[src/rtl/fir_mac_sequencer_if.sv]
// Sample, coefficient-write and result signals of the serial FIR controller.
// The master side drives samples and coefficients; the slave side is the filter.
interface fir_mac_sequencer_if #(
   parameter int DATAWIDTH = 8,
   parameter int AW        = 3
);
   logic                        in_valid;
   logic                        in_ready;
   logic signed [DATAWIDTH-1:0] x_in;
   logic                        coef_we;
   logic [AW-1:0]               coef_addr;
   logic signed [DATAWIDTH-1:0] coef_wdata;
   logic                        out_valid;
   logic signed [DATAWIDTH-1:0] y_out;
   logic                        busy;

   modport master (
      output in_valid, x_in, coef_we, coef_addr, coef_wdata,
      input  in_ready, out_valid, y_out, busy
   );

   modport slave (
      input  in_valid, x_in, coef_we, coef_addr, coef_wdata,
      output in_ready, out_valid, y_out, busy
   );
endinterface

[src/rtl/fir_mac_sequencer.sv]
// Serial FIR: one signed multiply-accumulate shared across N_TAPS taps per sample,
// with a circular sample history and a coefficient bank writable while idle.
module fir_mac_sequencer #(
   parameter int N_TAPS    = 5,
   parameter int DATAWIDTH = 8,
   parameter int ACCWIDTH  = 19,
   parameter int AW        = 3
) (
   input logic                clk,
   input logic                rst,
   fir_mac_sequencer_if.slave bus
);
   localparam int KW = $clog2(N_TAPS);
   localparam logic [KW-1:0] K_LAST = KW'(N_TAPS - 1);
   localparam logic [KW-1:0] K_SPAN = KW'(N_TAPS);
   localparam logic [AW-1:0] A_LAST = AW'(N_TAPS - 1);

   typedef enum logic [1:0] {IDLE, MAC, OUT} state_t;

   state_t                        state, state_next;
   logic                          ready;
   logic                          accept;
   logic                          coef_ok;
   logic [KW-1:0]                 k;
   logic [KW-1:0]                 wr_ptr;
   logic [KW-1:0]                 rd_idx;
   logic signed [ACCWIDTH-1:0]    acc;
   logic signed [2*DATAWIDTH-1:0] prod;
   logic signed [DATAWIDTH-1:0]   hist [N_TAPS];
   logic signed [DATAWIDTH-1:0]   coef [N_TAPS];
   logic signed [DATAWIDTH-1:0]   y_reg;
   logic                          out_valid_reg;

   always_ff @(posedge clk) begin
      if (rst) state <= IDLE;
      else     state <= state_next;
   end

   always_comb begin
      state_next = state;
      ready      = 1'b0;
      case (state)
         IDLE: begin
            ready = 1'b1;
            if (bus.in_valid) state_next = MAC;
         end
         MAC:     if (k == K_LAST) state_next = OUT;
         OUT:     state_next = IDLE;
         default: state_next = IDLE;
      endcase
   end

   assign accept  = bus.in_valid && ready;
   assign coef_ok = bus.coef_we && ready && (bus.coef_addr <= A_LAST);

   // Modular wrap works without a power-of-two depth: add the span back when k exceeds wr_ptr.
   assign rd_idx = (wr_ptr >= k) ? (wr_ptr - k) : (wr_ptr + K_SPAN - k);
   assign prod   = coef[k] * hist[rd_idx];

   always_ff @(posedge clk) begin
      if (rst) begin
         acc           <= '0;
         k             <= '0;
         wr_ptr        <= '0;
         y_reg         <= '0;
         out_valid_reg <= 1'b0;
         for (int unsigned i = 0; i < N_TAPS; i++) begin
            hist[i] <= '0;
            coef[i] <= '0;
         end
      end else begin
         out_valid_reg <= 1'b0;
         case (state)
            IDLE: begin
               if (coef_ok) coef[bus.coef_addr[KW-1:0]] <= bus.coef_wdata;
               if (accept) begin
                  hist[wr_ptr] <= bus.x_in;
                  acc          <= '0;
                  k            <= '0;
               end
            end
            MAC: begin
               acc <= acc + ACCWIDTH'(prod);
               k   <= (k == K_LAST) ? '0 : k + 1'b1;
            end
            OUT: begin
               y_reg         <= acc[DATAWIDTH-1:0];
               out_valid_reg <= 1'b1;
               wr_ptr        <= (wr_ptr == K_LAST) ? '0 : wr_ptr + 1'b1;
            end
            default: ;
         endcase
      end
   end

   assign bus.in_ready  = ready;
   assign bus.busy      = !ready;
   assign bus.out_valid = out_valid_reg;
   assign bus.y_out     = y_reg;
endmodule

[src/flat_wrapper.sv]
// flat-port wrapper written by rule: the top's interface ports become plain ports
module fir_mac_sequencer_flat 
#(
   parameter int N_TAPS    = 5,
   parameter int DATAWIDTH = 8,
   parameter int ACCWIDTH  = 19,
   parameter int AW        = 3
)
  (clk, rst, bus_in_valid, bus_x_in, bus_coef_we, bus_coef_addr, bus_coef_wdata, bus_in_ready, bus_out_valid, bus_y_out, bus_busy);
  fir_mac_sequencer_if #(.DATAWIDTH(DATAWIDTH), .AW(AW)) bus_i ();
  input logic clk;
  input logic rst;
  input wire logic [$bits(bus_i.in_valid)-1:0] bus_in_valid;
  input wire logic [$bits(bus_i.x_in)-1:0] bus_x_in;
  input wire logic [$bits(bus_i.coef_we)-1:0] bus_coef_we;
  input wire logic [$bits(bus_i.coef_addr)-1:0] bus_coef_addr;
  input wire logic [$bits(bus_i.coef_wdata)-1:0] bus_coef_wdata;
  output wire logic [$bits(bus_i.in_ready)-1:0] bus_in_ready;
  output wire logic [$bits(bus_i.out_valid)-1:0] bus_out_valid;
  output wire logic [$bits(bus_i.y_out)-1:0] bus_y_out;
  output wire logic [$bits(bus_i.busy)-1:0] bus_busy;
  assign bus_i.in_valid = bus_in_valid;
  assign bus_i.x_in = bus_x_in;
  assign bus_i.coef_we = bus_coef_we;
  assign bus_i.coef_addr = bus_coef_addr;
  assign bus_i.coef_wdata = bus_coef_wdata;
  assign bus_in_ready = bus_i.in_ready;
  assign bus_out_valid = bus_i.out_valid;
  assign bus_y_out = bus_i.y_out;
  assign bus_busy = bus_i.busy;
  fir_mac_sequencer #(.N_TAPS(N_TAPS), .DATAWIDTH(DATAWIDTH), .ACCWIDTH(ACCWIDTH), .AW(AW)) u_core (.clk(clk), .rst(rst), .bus(bus_i));
endmodule
[config.mk]
export PLATFORM = sky130hd
export DESIGN_NAME = fir_mac_sequencer_flat
export DESIGN_NICKNAME = d
export VERILOG_FILES = /design/src/rtl/fir_mac_sequencer_if.sv /design/src/rtl/fir_mac_sequencer.sv /design/src/flat_wrapper.sv
export SDC_FILE = /design/constraint.sdc
export NUM_CORES = 1
export LEC_CHECK = 0
export ABC_AREA = 0
export CORE_MARGIN = 2
export CORE_UTILIZATION = 47
export CTS_CLUSTER_DIAMETER = 80
export DETAILED_ROUTE_END_ITERATION = 10
export GPL_TIMING_DRIVEN = 0
export PLACE_DENSITY = 0.61
export SYNTH_ARGS = -nofsm -noshare
export SYNTH_HDL_FRONTEND = slang
export SYNTH_SLANG_ARGS = --single-unit
[constraint.sdc]
create_clock -name clk -period 14.13 [get_ports clk]
set_input_delay 2.826 -clock clk [delete_from_list [all_inputs] [get_ports clk]]
set_output_delay 2.826 -clock clk [all_outputs]
set_load 0.01 [all_outputs]
==> qor.yml <==
floorplanning:
  die_h_um: 138.6
  num_rows: 49
  dieWidth_um: 138.6
  coreArea_um2: 17840
  ios: 34
  start_util: 0.4770
  dieArea_um2: 19200
yosys:
  synth_area_per_cell_um2: 12.40
  yosysTopAreaCellShare: 0.4517
  synthCells: 686
  netlist_area_um2: 8509
  ys_ff_latch: 156
  synth_area_leaders: "edfxtp_1 (45%), dfxtp_1 (6.6%), and2_1 (5.9%)"
  async_reset_ff_frac: 0
  synth.most_common_cell: "edfxtp_1"
  ys_seq_area_frac: 0.5176
  yosys.area.top_type: "edfxtp_1"
  ys_warn_count: 0
  yosys-top-cells-count: "edfxtp_1 (128), and2_1 (80), inv_1 (37)"
  synth_edf_count: 128
  netlist-cell-type-count: 58
  synth_ff_type: "edfxtp_1"
grt:
  grt_pass1_vias: 5824
  grt_overflow_total: 0
  grt_pass1_wl_um: 32260
  antenna_found_initial: 0
  grt_max_degree: 19
  grt_usage: 0.2212
route:
  drt_first_iter_violations: 406
  postRouteAntennaNets: 0
  vias: 5754
  finalWirelength_um: 20350
  drt-pass1-iter-count: 5
  viasPerCell: 5.737
  drc_errors: 0
  routedWlPerCell_um: 20.29
placement:
  numPortBuffers: 32
  dp_hpwl_um: 14280
  gp_congestion: 0.9126
  dpl.cell_count: 970
pwr:
  p_switching_uw: 406.3
  p_int_uw: 911.5
  ir_worst_vdd_mv: 0.08562
  p_sw_frac: 0.3083
  powerDensity_nw_per_um2: 134.4
  p_seq_frac: 0.402
  clockPowerShare: 0.345
  p_comb_frac: 0.253
  p_leak_uw: 0.003614
timing:
  drv_slew: 0
  setup_viol: 0
  finalCriticalPeriod_ps: 7787
  worst_pin_slew_ps: 1456
  fin_crit_sh: 0.5511
  hold_viol_final: 0
  slew_headroom: 0.02212
  holdWs_ps: 456.1
  grt_setup_unrepaired: "no"
  fin_setup_tns_ps: 0
  fin_skew_ps: 8.425
  max_freq_mhz: 128.4
hold_path:
  whs_path_depth: 2
  min_path_type: "reg -> reg"
cts:
  h-tree-depth: 4
  cts_buffers: 17
  cts_buffer_depth: 2
  clock_latency_ps: 430
  cts_setup_buffers: 0
  ctsRootBufferMaster: "clkbuf_16"
  clk_pin_slew_ps: 70
  ctsResizeCount: 0
  cts.sinks: 156
  tritoncts: "built"
  holdBufCountCts: 0
worst_setup_path:
  critical_path_required_ps: 14500
  start_kind: "register"
  critPathArrivalTime_ps: 8150
  worstSetupPathType: "reg -> reg"
  endpoint_kind: "register"
  reg2reg_depth: 26
  critPathMaxFanout: 10
final_layout:
  top_regs: "u_core.coef: 64 flops, u_core.hist: 64 flops"
  finalNetCount: 832
  drive_gt1_frac: 0.1203
  syn2layout_area_growth_pct: 15.19
  multi_input_area_um2: 3921
  n_fill_cell: 1489
  stdcell_count: 1003
  register_area_um2: 4404
status:
  status: "completed"
run:
  maxCapViolCount: 0
[routing by layer]
layer  track usage  part of all wire
met1        0.3038              0.44
met2        0.3489              0.47
met3       0.04869             0.067
met4       0.08163             0.022
met5             0                 0
[placed cells by master (no fill, tap or decap), types with 4 or more instances in the layout]
master / count
o221ai_1: 6
conb_1: 24
fa_1: 19
nor2b_1: 12
mux2i_1: 33
and2_1: 80
edfxtp_1: 128
nand3_1: 4
clkbuf_1: 13
ha_1: 30
nand2b_1: 15
clkdlybuf4s50_1: 32
a22o_1: 7
o21ai_0: 16
buf_2: 10
inv_8: 5
nand2_1: 33
inv_1: 37
dfxtp_1: 28
inv_6: 5
a21oi_1: 20
o32ai_1: 7
and3_1: 5
clkbuf_16: 17
nor3_1: 21
nor4_1: 13
buf_1: 6
a211oi_1: 5
mux2_2: 4
mux4_2: 22
nor2_1: 36
xnor2_1: 14
or2_2: 18
[stage by stage]
stage / util / area (um^2) / setup WS [ps] / total power [uW]
2_1_floorplan: - / 8596 / 7576 / 787.4
6_report: 0.5494 / 9802 / 6343 / 1318
3_3_place_gp: 0.5158 / 9203 / 6539 / 864.3
3_5_place_dp: 0.5158 / 9203 / 6409 / 875.9
4_1_cts: 0.5490 / 9794 / 6378 / 1326
5_1_grt: 0.5493 / 9799 / 6031 / 1386
[worst paths after layout]
path	slack (ps)	start	end
max	6340	u_core.wr_ptr[0]	u_core.acc[7]
min	460	u_core.bus.y_out[7]	u_core.bus.y_out[7]
max reg2reg	6340	u_core.wr_ptr[0]	u_core.acc[7]
min reg2reg	460	u_core.bus.y_out[7]	u_core.bus.y_out[7]
[critical path: stages (launching register included)]
cell and delay (ps):
dfxtp_1 350, inv_1 150, ha_1 180, inv_1 50
fa_1 480, buf_2 190, buf_2 270, clkbuf_1 510
o311ai_0 230, a221oi_1 640, nor2_1 250, or2_2 360
fa_1 500, inv_1 50, fa_1 470, ha_1 330
fa_1 480, ha_1 350, ha_1 300, a21o_1 160
a21oi_1 210, xnor2_1 170, xnor2_1 180, xnor2_1 160
xnor2_1 160, xnor3_1 420, o21ai_1 110
[power groups by stage]
stage	clock network (uW)	logic [uW]	registers, uW
2_1_floorplan	0	251	536
3_3_place_gp	0	325	539
3_5_place_dp	0	336	540
4_1_cts	459	337	530
5_1_grt	479	374	533
6_report	454	333	530
[final cells by class]
cell class / instances / share of cell area
repair buffers: 32 / 0.03268
multi-input cells: 485 / 0.4001
inverters: 38 / 0.01455
clock buffers: 17 / 0.04340
plain buffers: 30 / 0.01353
well taps: 229 / 0.02923
diodes: 1 / 0.0002553
clock inverters: 15 / 0.01698
flip-flops and latches: 156 / 0.4493
[logic make-up after synthesis]
group | Yosys count | synth area share
and+or+nand+nor | 246 | 0.1578
adders and majority gates | 49 | 0.08881
AOI/OAI and AO/OA | 89 | 0.07691
DFF | 156 | 0.5176
other | 1 | 0.0004407
xor gates and xnor gates | 17 | 0.02073
muxes | 60 | 0.1054
buffers and inverters | 68 | 0.03235
(Power assumes the default switching activity.)
==> RTL change: new RTL, config.mk and constraints unchanged <==
`AW` is set to 3 in 3 places; all go to 4.
--- a/src/rtl/fir_mac_sequencer_if.sv
+++ b/src/rtl/fir_mac_sequencer_if.sv
@@ -2,7 +2,7 @@
 // The master side drives samples and coefficients; the slave side is the filter.
 interface fir_mac_sequencer_if #(
    parameter int DATAWIDTH = 8,
-   parameter int AW        = 3
+   parameter int AW        = 4
 );
    logic                        in_valid;
    logic                        in_ready;
--- a/src/rtl/fir_mac_sequencer.sv
+++ b/src/rtl/fir_mac_sequencer.sv
@@ -4,7 +4,7 @@
    parameter int N_TAPS    = 5,
    parameter int DATAWIDTH = 8,
    parameter int ACCWIDTH  = 19,
-   parameter int AW        = 3
+   parameter int AW        = 4
 ) (
    input logic                clk,
    input logic                rst,
--- a/src/flat_wrapper.sv
+++ b/src/flat_wrapper.sv
@@ -4,7 +4,7 @@
    parameter int N_TAPS    = 5,
    parameter int DATAWIDTH = 8,
    parameter int ACCWIDTH  = 19,
-   parameter int AW        = 3
+   parameter int AW        = 4
 )
   (clk, rst, bus_in_valid, bus_x_in, bus_coef_we, bus_coef_addr, bus_coef_wdata, bus_in_ready, bus_out_valid, bus_y_out, bus_busy);
   fir_mac_sequencer_if #(.DATAWIDTH(DATAWIDTH), .AW(AW)) bus_i ();
Interface: changed (resized bus_coef_addr); port bits go from 34 to 35. No check against the original RTL was run, so the function may have changed too.
==> RTL change against the original RTL <==
Wire length decreased by 1.9%. Power down 1.4%. Setup slack improved by 15 ps. Sequential cell count did not move. Sequential share of layout area grew 0.13 points. Area after synthesis decreased by 0.71%. Maximum frequency grew 0.20%. Via count decreased by 0.66%. Cell area shrank 0.29%. Largest cell class unchanged. Largest power group unchanged.
==> RTL change: results (changes against the original RTL) <==
stage;metric;value;unit;change
yosys;Async SR Flop Fraction;0;%;unchanged
global_route;initial antenna violation count;1;;+1
cts;clk_lat worst skew;440;ps;
yosys;Post-synth top cells;edfxtp_1 (128), and2_1 (82), nor2_1 (40);;
route;DR iter-0 viols;471;;+16%
layout;diode count;0;;-1
placed_design;HPWL Detailed;14.3;mm;+0.23%
placed_design;Setup WS pre-CTS;6400;ps;-11.2 ps
cts;Longest Clk Path Bufs;2;;unchanged
sta;Final Max Slew Viols;0;;unchanged
cts;H-tree depth;4;;unchanged
global_route;number of global-route vias before repair;5867;;+0.74%
yosys;top post-synthesis cells by area;edfxtp_1 (45%), dfxtp_1 (6.6%), and2_1 (6.1%), mux4_2 (5.1%), fa_1 (4.5%);;
min_path;worst hold path class;reg2reg;;
run_status;status;complete, no violations;;
cts;Post-CTS Setup Repair Bufs;0;;unchanged
yosys;Post-synth EDFFs;128;;unchanged
power_and_ir_drop;VDD IR-drop max;0.114;mV;+33%
sta;slew of the pin with the lowest slew margin;1360;ps;-95.7 ps
global_route;largest net degree at the start of global routing;18;;-1
global_route;first-pass GRT wire length;31.9;mm;-1.2%
layout;Largest regs;u_core.coef: 64 flops, u_core.hist: 64 flops;;
yosys;post-synth cell types;61;;+5.2%
placed_design;IO buf count;33;;+3.1%
yosys;Ys Warns;0;;unchanged
layout;final net count;841;;+1.1%
critical_path;critical path's slowest cell;dfxtp_1;;
placed_design;Routability Congestion;0.843;;-7.7%
cts;Resized Gates After CTS;0;;unchanged
route;mean routed wirelength per cell;19.8;um;-2.6%
route;1st-pass router iterations;7;;+2
power_and_ir_drop;static leakage;3.65;nW;+1.0%
global_route;overall global routing resource usage;21.7;%;-0.46 points
cts;Clk pin slew, worst setup/hold paths;60;ps;
critical_path;crit-path max FO;10;;unchanged
layout;layout cells sized above 1;12.5;%;+0.52 points
critical_path;worst endpoint data arrival time;8070;ps;-80 ps
critical_path;crit-path max cell delay;540;ps;-100 ps
cts;Root Buffer;clkbuf_16;;
yosys;sequential fraction of the synthesis area;52.1;%;+0.37 points
sta;Layout Skew;9.81;ps;+1.39 ps
cts;total CTS buffers;17;;unchanged
route;Via-to-Cell Ratio;5.66;;-1.3%
RTL change: worst max-delay path, delay by kind of cell (launching register included):
| kind | cells | cell delay, ps |
|---|---|---|
| fa+ha+maj | 8 | 3330 |
| buf+inv | 8 | 1190 |
| compound gates | 5 | 1120 |
| xor+xnor | 5 | 1040 |
| flops | 1 | 540 |
| simple gates | 2 | 220 |
| mux | 1 | 180 |
RTL change: logic make-up (layout without fill, tap and decap cells):
logic type	count (synthesis)	in the layout	synth area share (%)
fa+ha+maj	49	49	8.94
mux	51	51	8.99
simple gates	240	240	15.2
flops	156	156	52.1
compound gates	106	106	8.86
buf+inv	72	138	3.69
other cells	1	24	0.0444
xor+xnor	17	17	2.18
RTL change: path summary, 6_finish.rpt:
check	slack, ps	depth (start not counted)	endpoint	startpoint
max	6360	29	u_core.acc[7]	u_core.wr_ptr[1]
min reg2reg	460	2	u_core.bus.y_out[5]	u_core.bus.y_out[5]
max reg2reg	6360	29	u_core.acc[7]	u_core.wr_ptr[1]
min	460	2	u_core.bus.y_out[5]	u_core.bus.y_out[5]
RTL change: per-layer routing:
metal / GRT usage [%] / share of wire, % / up-vias
met3: 3.36 / 5.7 / 35
li1: - / - / 2677
met5: 0 / 0 / -
met2: 36.0 / 49 / 195
met1: 29.2 / 43 / 2809
met4: 7.68 / 2.5 / 0
RTL change: layout make-up:
type,count,area [um^2]
clock inverters,14,165
multi-input cells,487,3840
inverters,40,150
fillers,1558,8010
clock buffers,18,429
plain buffers,32,161
flip-flops and latches,156,4400
well taps,229,287
repair buffers,34,338
RTL change: metrics by stage:
step | hold slack [ps] | cell area (um^2) | cells
2_1_floorplan | 445 | 8540 | 715
3_3_place_gp | 445 | 9150 | 977
3_5_place_dp | 451 | 9170 | 978
4_1_cts | 459 | 9760 | 1010
5_1_grt | 481 | 9770 | 1010
6_report | 457 | 9770 | 1010
RTL change: where the power goes:
| part | internal (W) | leakage [nW] | switching, W | total (W) |
|---|---|---|---|---|
| sequential | 0.000518 | 1.51 | 0.0000105 | 0.000529 |
| clock | 0.000254 | 0.291 | 0.000208 | 0.000462 |
| combinational | 0.000141 | 1.85 | 0.000168 | 0.000309 |
